`config.mk`:
```
export PLATFORM = sky130hd
export DESIGN_NAME = uart_tx_sequencer_flat
export DESIGN_NICKNAME = d
export VERILOG_FILES = /design/src/rtl/uart_tx_sequencer_if.sv /design/src/rtl/uart_tx_sequencer.sv /design/src/flat_wrapper.sv
export SDC_FILE = /design/constraint.sdc
export NUM_CORES = 1
export LEC_CHECK = 0
export CAP_MARGIN = 20
export CORE_ASPECT_RATIO = 0.5
export CORE_MARGIN = 4
export CORE_UTILIZATION = 60
export DETAILED_ROUTE_END_ITERATION = 10
export DONT_BUFFER_PORTS = 1
export PLACE_DENSITY = 0.74
export SYNTH_ARGS = -nofsm -noshare
export SYNTH_HDL_FRONTEND = slang
export SYNTH_SLANG_ARGS = --single-unit
```
`constraint.sdc`:
```
create_clock -name CLK -period 16.7 [get_ports CLK]
set_clock_uncertainty 0.15 [all_clocks]
set_input_delay 1.67 -clock CLK [delete_from_list [all_inputs] [get_ports CLK]]
set_output_delay 1.67 -clock CLK [all_outputs]
set_load 0.05 [all_outputs]
```
`src/rtl/uart_tx_sequencer_if.sv`:
```
// ---------------------------------------------------------------------------
// uart_tx_sequencer_if
//   Groups the host-side control/buffer-write signals and the uart_tx core
//   handshake of uart_tx_sequencer into one bundle.
//
//   Handshake with the uart_tx core (Tx_En_Sig / Tx_Done_Sig):
//     Tx_En_Sig acts as "valid": it rises with Tx_Data already stable, stays
//     high and Tx_Data stays constant until the core answers. Tx_Done_Sig acts
//     as a one-cycle "ready/accept" pulse that ends the byte. Tx_En_Sig
//     drops on the edge that samples Tx_Done_Sig. A Tx_Done_Sig pulse while
//     Tx_En_Sig is low carries no meaning and is ignored.
//
//   Modports:
//     master : host / uart_tx side (drives control, write port, Tx_Done_Sig)
//     slave  : the sequencer (drives Tx_En_Sig, Tx_Data and status pulses)
// ---------------------------------------------------------------------------
interface uart_tx_sequencer_if #(
  parameter int DATA_W = 8,
  parameter int ADDR_W = 4
);
  logic              Mode;
  logic              Start_Sig;
  logic [ADDR_W:0]   Msg_Len;
  logic              Wr_En;
  logic [ADDR_W-1:0] Wr_Addr;
  logic [DATA_W-1:0] Wr_Data;
  logic              Tx_Done_Sig;
  logic              Tx_En_Sig;
  logic [DATA_W-1:0] Tx_Data;
  logic              Busy;
  logic              Frame_Done_Sig;
  logic              Overrun_Sig;

  modport master (
    output Mode, Start_Sig, Msg_Len, Wr_En, Wr_Addr, Wr_Data, Tx_Done_Sig,
    input  Tx_En_Sig, Tx_Data, Busy, Frame_Done_Sig, Overrun_Sig
  );

  modport slave (
    input  Mode, Start_Sig, Msg_Len, Wr_En, Wr_Addr, Wr_Data, Tx_Done_Sig,
    output Tx_En_Sig, Tx_Data, Busy, Frame_Done_Sig, Overrun_Sig
  );
endinterface

```
`src/rtl/uart_tx_sequencer.sv`:
```
// ---------------------------------------------------------------------------
// uart_tx_sequencer
//   Feeds a single-byte uart_tx core with a multi-byte message held in an
//   internal host-writable byte buffer. A frame is started either every
//   T_PERIOD clocks (Mode=0) or by a Start_Sig pulse (Mode=1). One byte is
//   handed to the core per Tx_En_Sig / Tx_Done_Sig handshake.
//
// Ports:
//   CLK        : system clock, rising edge
//   RST        : asynchronous active-high reset
//   bus        : uart_tx_sequencer_if.slave
//                  in : Mode, Start_Sig, Msg_Len, Wr_En, Wr_Addr, Wr_Data,
//                       Tx_Done_Sig
//                  out: Tx_En_Sig, Tx_Data, Busy, Frame_Done_Sig, Overrun_Sig
//   state_dbg  : current FSM state (IDLE=0, LOAD=1, SEND=2, DONE=3)
// ---------------------------------------------------------------------------
module uart_tx_sequencer #(
  parameter int              DATA_W    = 8,
  parameter int              DEPTH     = 16,
  parameter int              ADDR_W    = 4,
  parameter int              T_PERIOD  = 50_000_000,
  parameter logic [DATA_W-1:0] INIT_BYTE = 8'hA5
) (
  input  logic                 CLK,
  input  logic                 RST,
  uart_tx_sequencer_if.slave   bus,
  output logic [1:0]           state_dbg
);

  localparam int LEN_W = ADDR_W + 1;
  localparam int CNT_W = (T_PERIOD > 2) ? $clog2(T_PERIOD) : 1;
  localparam logic [CNT_W-1:0] CNT_LAST  = CNT_W'(T_PERIOD - 1);
  localparam logic [LEN_W-1:0] DEPTH_LEN = LEN_W'(DEPTH);

  typedef enum logic [1:0] {
    S_IDLE = 2'd0,
    S_LOAD = 2'd1,
    S_SEND = 2'd2,
    S_DONE = 2'd3
  } state_t;

  // -------------------------------------------------------------------------
  // State
  // -------------------------------------------------------------------------
  state_t              state_q,      state_d;
  logic [ADDR_W-1:0]   idx_q,        idx_d;
  logic [LEN_W-1:0]    len_q,        len_d;
  logic                tx_en_q,      tx_en_d;
  logic [DATA_W-1:0]   tx_data_q,    tx_data_d;
  logic                busy_q,       busy_d;
  logic                frame_done_q, frame_done_d;
  logic                overrun_q,    overrun_d;
  logic [CNT_W-1:0]    cnt_q,        cnt_d;
  logic [DATA_W-1:0]   mem_q [DEPTH];
  logic [DATA_W-1:0]   mem_d [DEPTH];

  logic                trigger;
  logic [LEN_W-1:0]    len_eff;
  logic                last_byte;
  logic                wr_ok;

  // -------------------------------------------------------------------------
  // Period counter. Held at 0 in on-demand mode so that returning to
  // periodic mode always gives a full T_PERIOD before the first trigger.
  // -------------------------------------------------------------------------
  always_comb begin
    cnt_d = cnt_q;
    if (bus.Mode) begin
      cnt_d = '0;
    end else if (cnt_q == CNT_LAST) begin
      cnt_d = '0;
    end else begin
      cnt_d = cnt_q + 1'b1;
    end
  end

  assign trigger = (!bus.Mode && (cnt_q == CNT_LAST)) ||
                   ( bus.Mode && bus.Start_Sig);

  // Frame length is clipped to the buffer depth.
  assign len_eff   = (bus.Msg_Len > DEPTH_LEN) ? DEPTH_LEN : bus.Msg_Len;
  assign last_byte = ({1'b0, idx_q} == (len_q - LEN_W'(1)));

  // -------------------------------------------------------------------------
  // Buffer write port. Writes land in mem_q on the next edge, so a LOAD of
  // the same address in the write cycle still sees the old contents, and a
  // byte already copied into Tx_Data is not disturbed.
  // -------------------------------------------------------------------------
  assign wr_ok = bus.Wr_En && ({1'b0, bus.Wr_Addr} < DEPTH_LEN);

  always_comb begin
    mem_d = mem_q;
    if (wr_ok) begin
      mem_d[bus.Wr_Addr] = bus.Wr_Data;
    end
  end

  // -------------------------------------------------------------------------
  // Frame FSM next-state / registered-output logic
  // -------------------------------------------------------------------------
  always_comb begin
    state_d      = state_q;
    idx_d        = idx_q;
    len_d        = len_q;
    tx_en_d      = tx_en_q;
    tx_data_d    = tx_data_q;
    busy_d       = busy_q;
    frame_done_d = 1'b0;
    // Any trigger outside IDLE is dropped and reported.
    overrun_d    = trigger && (state_q != S_IDLE);

    case (state_q)
      S_IDLE: begin
        // A zero-length request is silently ignored.
        if (trigger && (len_eff != '0)) begin
          state_d = S_LOAD;
          len_d   = len_eff;
          idx_d   = '0;
          busy_d  = 1'b1;
        end
      end

      S_LOAD: begin
        tx_data_d = mem_q[idx_q];
        tx_en_d   = 1'b1;
        state_d   = S_SEND;
      end

      S_SEND: begin
        if (bus.Tx_Done_Sig) begin
          tx_en_d = 1'b0;
          if (last_byte) begin
            state_d      = S_DONE;
            frame_done_d = 1'b1;
          end else begin
            idx_d   = idx_q + 1'b1;
            state_d = S_LOAD;
          end
        end
      end

      S_DONE: begin
        idx_d   = '0;
        busy_d  = 1'b0;
        state_d = S_IDLE;
      end

      default: begin
        state_d = S_IDLE;
        tx_en_d = 1'b0;
        busy_d  = 1'b0;
        idx_d   = '0;
      end
    endcase
  end

  // -------------------------------------------------------------------------
  // Registers
  // -------------------------------------------------------------------------
  always_ff @(posedge CLK or posedge RST) begin
    if (RST) begin
      state_q      <= S_IDLE;
      idx_q        <= '0;
      len_q        <= '0;
      tx_en_q      <= 1'b0;
      tx_data_q    <= INIT_BYTE;
      busy_q       <= 1'b0;
      frame_done_q <= 1'b0;
      overrun_q    <= 1'b0;
      cnt_q        <= '0;
      mem_q        <= '{default: INIT_BYTE};
    end else begin
      state_q      <= state_d;
      idx_q        <= idx_d;
      len_q        <= len_d;
      tx_en_q      <= tx_en_d;
      tx_data_q    <= tx_data_d;
      busy_q       <= busy_d;
      frame_done_q <= frame_done_d;
      overrun_q    <= overrun_d;
      cnt_q        <= cnt_d;
      mem_q        <= mem_d;
    end
  end

  // -------------------------------------------------------------------------
  // Outputs
  // -------------------------------------------------------------------------
  assign bus.Tx_En_Sig      = tx_en_q;
  assign bus.Tx_Data        = tx_data_q;
  assign bus.Busy           = busy_q;
  assign bus.Frame_Done_Sig = frame_done_q;
  assign bus.Overrun_Sig    = overrun_q;
  assign state_dbg          = state_q;

endmodule

```
`src/flat_wrapper.sv`:
```
// flat-port wrapper written by rule: the top's interface ports become plain ports
module uart_tx_sequencer_flat 
#(
  parameter int              DATA_W    = 8,
  parameter int              DEPTH     = 16,
  parameter int              ADDR_W    = 4,
  parameter int              T_PERIOD  = 50_000_000,
  parameter logic [DATA_W-1:0] INIT_BYTE = 8'hA5
)
  (CLK, RST, state_dbg, bus_Mode, bus_Start_Sig, bus_Msg_Len, bus_Wr_En, bus_Wr_Addr, bus_Wr_Data, bus_Tx_Done_Sig, bus_Tx_En_Sig, bus_Tx_Data, bus_Busy, bus_Frame_Done_Sig, bus_Overrun_Sig);
  uart_tx_sequencer_if #(.DATA_W(DATA_W), .ADDR_W(ADDR_W)) bus_i ();
  input  logic CLK;
  input  logic RST;
  output logic [1:0] state_dbg;
  input wire logic [$bits(bus_i.Mode)-1:0] bus_Mode;
  input wire logic [$bits(bus_i.Start_Sig)-1:0] bus_Start_Sig;
  input wire logic [$bits(bus_i.Msg_Len)-1:0] bus_Msg_Len;
  input wire logic [$bits(bus_i.Wr_En)-1:0] bus_Wr_En;
  input wire logic [$bits(bus_i.Wr_Addr)-1:0] bus_Wr_Addr;
  input wire logic [$bits(bus_i.Wr_Data)-1:0] bus_Wr_Data;
  input wire logic [$bits(bus_i.Tx_Done_Sig)-1:0] bus_Tx_Done_Sig;
  output wire logic [$bits(bus_i.Tx_En_Sig)-1:0] bus_Tx_En_Sig;
  output wire logic [$bits(bus_i.Tx_Data)-1:0] bus_Tx_Data;
  output wire logic [$bits(bus_i.Busy)-1:0] bus_Busy;
  output wire logic [$bits(bus_i.Frame_Done_Sig)-1:0] bus_Frame_Done_Sig;
  output wire logic [$bits(bus_i.Overrun_Sig)-1:0] bus_Overrun_Sig;
  assign bus_i.Mode = bus_Mode;
  assign bus_i.Start_Sig = bus_Start_Sig;
  assign bus_i.Msg_Len = bus_Msg_Len;
  assign bus_i.Wr_En = bus_Wr_En;
  assign bus_i.Wr_Addr = bus_Wr_Addr;
  assign bus_i.Wr_Data = bus_Wr_Data;
  assign bus_i.Tx_Done_Sig = bus_Tx_Done_Sig;
  assign bus_Tx_En_Sig = bus_i.Tx_En_Sig;
  assign bus_Tx_Data = bus_i.Tx_Data;
  assign bus_Busy = bus_i.Busy;
  assign bus_Frame_Done_Sig = bus_i.Frame_Done_Sig;
  assign bus_Overrun_Sig = bus_i.Overrun_Sig;
  uart_tx_sequencer #(.DATA_W(DATA_W), .DEPTH(DEPTH), .ADDR_W(ADDR_W), .T_PERIOD(T_PERIOD), .INIT_BYTE(INIT_BYTE)) u_core (.CLK(CLK), .RST(RST), .bus(bus_i), .state_dbg(state_dbg));
endmodule
```
==> impl.org <==
** Run status
- Result of the run :: finished, final reports clean

** Clock network
- Clock-pin slew was measured on the worst setup and hold paths at 70 ps.
- Total CTS buffers :: 17
- Root buf cell :: sky130_fd_sc_hd__clkbuf_16
- Number of clock sinks seen by CTS :: 177
- Post-CTS Hold Buffers :: 0
- Later-pin clock latency in the skew report :: 430 ps
- Setup fix buffers added after clock tree synthesis :: 0
- TritonCTS clock tree :: done
- The longest clock path from root to sink contains 2 buffers.
- Gates resized during post-CTS repair numbered 0.
- # H-tree levels :: 4

** Synthesis
- Synth top area cells :: sky130_fd_sc_hd__dfrtp_1, sky130_fd_sc_hd__dfstp_2, sky130_fd_sc_hd__mux2_2
- Mean instance size in the synthesized netlist :: 13.4 sq um
- For this run, asynchronously set or reset flops after synthesis account for 100%.
- Among all flip-flop cells after synthesis, the most frequent one is sky130_fd_sc_hd__dfrtp_1.
- Post-synth top area cell :: sky130_fd_sc_hd__dfrtp_1
- Flip-flop and latch count after synthesis :: 177
- Counting every instance in the synthesized netlist gives 618.
- The share of the Yosys chip area taken by registers is 54.4%.
- Count of distinct cell types in the synthesized netlist :: 45
- For this run, the number of Yosys warnings is 0.
- Counting flops with a built-in enable in the synthesized netlist gives 0.
- Proportion of netlist area held by the largest area contributor :: 32.9%
- After synthesis the cells add up to 8290 sq um.
- Counting every net in the synthesized netlist gives 644.

** Setup path
- The worst setup path is launched from an input pin.
- Endpoint kind of the worst setup timing path :: register
- Critical setup path kind :: in2reg
- WP data required :: 16860 ps
- Data on the critical path arrives at its endpoint at 3390 ps.
- In this run the worst path has a maximum fanout of 8.

** STA
- For the pin with the worst max-slew slack, the measured transition is 979 ps.
- Setup repair after global routing left no endpoint under its margin.
- Highest attainable clock frequency :: 309 MHz
- # setup viols final :: 0
- The worst pin sits at a relative slew slack of 34.2%.
- Of the available clock period, the critical path in the final layout requires 19.4%.
- Number of max-slew violations in the final report :: 0
- Sum of negative setup slack :: 0 ps
- For the finished layout, the period the worst path requires is 3240 ps.
- Hold Vio Cnt, Final :: 0

** Drt
- Detailed Route WL :: 17700 um
- The detail route stage leaves a number of antenna-violating nets equal to 0.
- Detailed routing inserted a total of 5048 vias.
- Wire length per cell :: 21.7 um
- # DRC :: 0
- After detailed routing, the number of vias per cell comes to 6.18.
- The first detailed-routing pass ran for 5 iterations.
- Number of design-rule violations left by the first detailed-router iteration :: 435

** Floorplan
- The die is 174 um wide.
- In this run the vertical extent of the chip is 91.1 um.
- Core region area :: 13600 sq um
- Rows :: 30
- DIE AREA :: 15900 sq um
- 37 I/O pins were placed.
- Starting utilization of the core area :: 61.2%

** Flow run
- Max-cap violations in this run came to 0.

** Final layout
- Fraction of layout cells with a size suffix above 1 :: 42.7%
- The count of cells in the finished layout, fillers not included, comes to 817.
- The net count of the finished layout is 638.
- 0 antenna diodes ended up in the layout.
- Synthesis-to-layout area growth :: 9.61%
- Post-layout utilization of the core :: 67.1%

** Placed design
- At the end of routability-driven placement, the weighted congestion stood at 0.748.
- Number of placed instances, taps included :: 784
- Port buffering added 0 buffers.
- HPWL after DPL :: 11400 um

** Global routing
- Entering global routing, the biggest net connects 100 pins.
- Initial antenna violation count :: 0
- Aggregate global-route resource usage :: 23.3%
- For this run the aggregate overflow at the end of global routing stands at 0.
- Vias in the first global route :: 5181
- The first global-routing pass estimated 28800 um of wire.

** Pwr
- The analysis attributes to cell leakage a power of 0.00368 uW.
- The worst-case IR drop observed on VDD is 0.0819 mV.
- Power per cell area :: 153 nW/um^2

** Min path
- Path category of the worst min-delay check :: reg2reg
## synth_stat cells (2+ instances only)
cell type	instances
sky130_fd_sc_hd__a211oi_1	4
sky130_fd_sc_hd__a21o_1	2
sky130_fd_sc_hd__a21oi_1	6
sky130_fd_sc_hd__and2_1	10
sky130_fd_sc_hd__and3_1	7
sky130_fd_sc_hd__and4_1	3
sky130_fd_sc_hd__buf_2	4
sky130_fd_sc_hd__clkbuf_1	26
sky130_fd_sc_hd__dfrtp_1	109
sky130_fd_sc_hd__dfstp_2	68
sky130_fd_sc_hd__ha_1	3
sky130_fd_sc_hd__inv_1	10
sky130_fd_sc_hd__mux2_2	132
sky130_fd_sc_hd__mux2i_1	17
sky130_fd_sc_hd__mux4_2	26
sky130_fd_sc_hd__nand2_1	22
sky130_fd_sc_hd__nand2b_1	6
sky130_fd_sc_hd__nand3_1	11
sky130_fd_sc_hd__nand3b_1	4
sky130_fd_sc_hd__nand4_1	11
sky130_fd_sc_hd__nor2_1	52
sky130_fd_sc_hd__nor2b_1	3
sky130_fd_sc_hd__nor3_1	5
sky130_fd_sc_hd__nor3b_1	4
sky130_fd_sc_hd__nor4b_1	3
sky130_fd_sc_hd__o21ai_0	6
sky130_fd_sc_hd__o221ai_1	7
sky130_fd_sc_hd__o22ai_1	5
sky130_fd_sc_hd__o31ai_1	5
sky130_fd_sc_hd__or3_1	3
sky130_fd_sc_hd__xnor2_1	11
sky130_fd_sc_hd__xor2_1	20
## path summary, 6_finish.rpt
check	start	end	slack (ps)	cells past startpoint
setup reg to reg	u_core.state_dbg[1]$_DFFE_PP0P_	u_core.idx_q[3]$_DFFE_PP0P_	13790	5
hold / removal	u_core.cnt_q[0]$_DFF_PP0_	u_core.cnt_q[0]$_DFF_PP0_	350	1
max in group asynchronous	RST	u_core.mem_q[98]$_DFFE_PP1P_	14160	3
min in group asynchronous	RST	u_core.bus.Tx_Data[1]$_DFFE_PP0P_	1140	1
hold reg to reg	u_core.cnt_q[0]$_DFF_PP0_	u_core.cnt_q[0]$_DFF_PP0_	350	1
setup / recovery	bus_Wr_Addr[3]	u_core.mem_q[118]$_DFFE_PP0P_	13460	3
## registers in the layout, indices dropped and copies added, names as in the netlist
signal and flops:
u_core.mem_q 128, u_core.cnt_q 26, u_core.bus.Tx_Data 8, u_core.len_q 5, u_core.idx_q 4, u_core.state_dbg 2
u_core.bus.Busy 1, u_core.bus.Frame_Done_Sig 1, u_core.bus.Overrun_Sig 1, u_core.bus.Tx_En_Sig 1
## kinds of logic (layout without fill, tap and decap cells)
logic type / count (synthesis) / in the layout / share of synthesized area [%]
and+or+nand+nor: 150 / 150 / 9.43
adders and majority gates: 3 / 3 / 0.453
muxes: 175 / 175 / 27.0
DFF: 177 / 177 / 54.4
buffers and inverters: 42 / 49 / 2.01
AOI/OAI and AO/OA: 40 / 40 / 3.35
xor gates and xnor gates: 31 / 31 / 3.27
## cells in the final DEF (no fill, tap or decap), types with 3 or more instances in the layout
| cell type | n |
|---|---|
| sky130_fd_sc_hd__mux2_2 | 132 |
| sky130_fd_sc_hd__nor3_1 | 5 |
| sky130_fd_sc_hd__mux2i_1 | 17 |
| sky130_fd_sc_hd__xor2_1 | 20 |
| sky130_fd_sc_hd__buf_4 | 5 |
| sky130_fd_sc_hd__nand3_1 | 11 |
| sky130_fd_sc_hd__nand4_1 | 11 |
| sky130_fd_sc_hd__and3_1 | 7 |
| sky130_fd_sc_hd__xnor2_1 | 11 |
| sky130_fd_sc_hd__nor3b_1 | 4 |
| sky130_fd_sc_hd__dfstp_2 | 68 |
| sky130_fd_sc_hd__o31ai_1 | 4 |
| sky130_fd_sc_hd__clkbuf_16 | 17 |
| sky130_fd_sc_hd__a211oi_1 | 4 |
| sky130_fd_sc_hd__mux4_2 | 26 |
| sky130_fd_sc_hd__nand2b_1 | 6 |
| sky130_fd_sc_hd__dfrtp_1 | 108 |
| sky130_fd_sc_hd__nor4b_1 | 3 |
| sky130_fd_sc_hd__ha_1 | 3 |
| sky130_fd_sc_hd__o221ai_1 | 7 |
| sky130_fd_sc_hd__o21ai_0 | 6 |
| sky130_fd_sc_hd__nor2_1 | 52 |
| sky130_fd_sc_hd__and2_1 | 10 |
| sky130_fd_sc_hd__nand3b_1 | 4 |
| sky130_fd_sc_hd__a21oi_1 | 6 |
| sky130_fd_sc_hd__or3_1 | 3 |
| sky130_fd_sc_hd__nand2_1 | 22 |
| sky130_fd_sc_hd__inv_1 | 9 |
| sky130_fd_sc_hd__o22ai_1 | 5 |
| sky130_fd_sc_hd__nor2b_1 | 3 |
| sky130_fd_sc_hd__inv_6 | 4 |
| sky130_fd_sc_hd__clkinvlp_4 | 3 |
| sky130_fd_sc_hd__and4_1 | 3 |
## worst max-delay path, cell delays in order
cell and delay [ps]:
sky130_fd_sc_hd__nor3b_1 730, sky130_fd_sc_hd__nand3b_1 550, sky130_fd_sc_hd__mux2_2 430
## per-layer routing
layer,vias up,share of wire [%],global-route usage [%]
li1,2236,-,-
met1,2646,48,34.2
met2,141,45,34.7
met3,25,6.0,5.95
met4,0,1.3,6.58
met5,-,0,0
## power breakdown
part	internal [uW]	switching [uW]	total, uW
clock network	226	180	406
registers	552	104	655
logic	177	148	325
total	954	432	1390
## per-stage QoR
stage                     cell area (sq um)  hold slack (ps)  worst slack [ps]  total power (uW)
after floorplan                        8290              298             10190               909
after global placement                 8450              326             13120               971
after detailed placement               8460              340             13110               985
after CTS                              9060              352             13540              1390
after global routing                   9090              371             13330              1450
final                                  9090              348             13460              1390
## cell type report
type                    count  area, sq um
repair buffers              6         65.1
multi-input cells         399         3620
well taps                 192          240
clock inverters            14          176
clock buffers              18          429
flip-flops and latches    177         4520
fillers                   955         4460
inverters                  11         46.3
No activity file was read; power rests on OpenSTA's default activity.
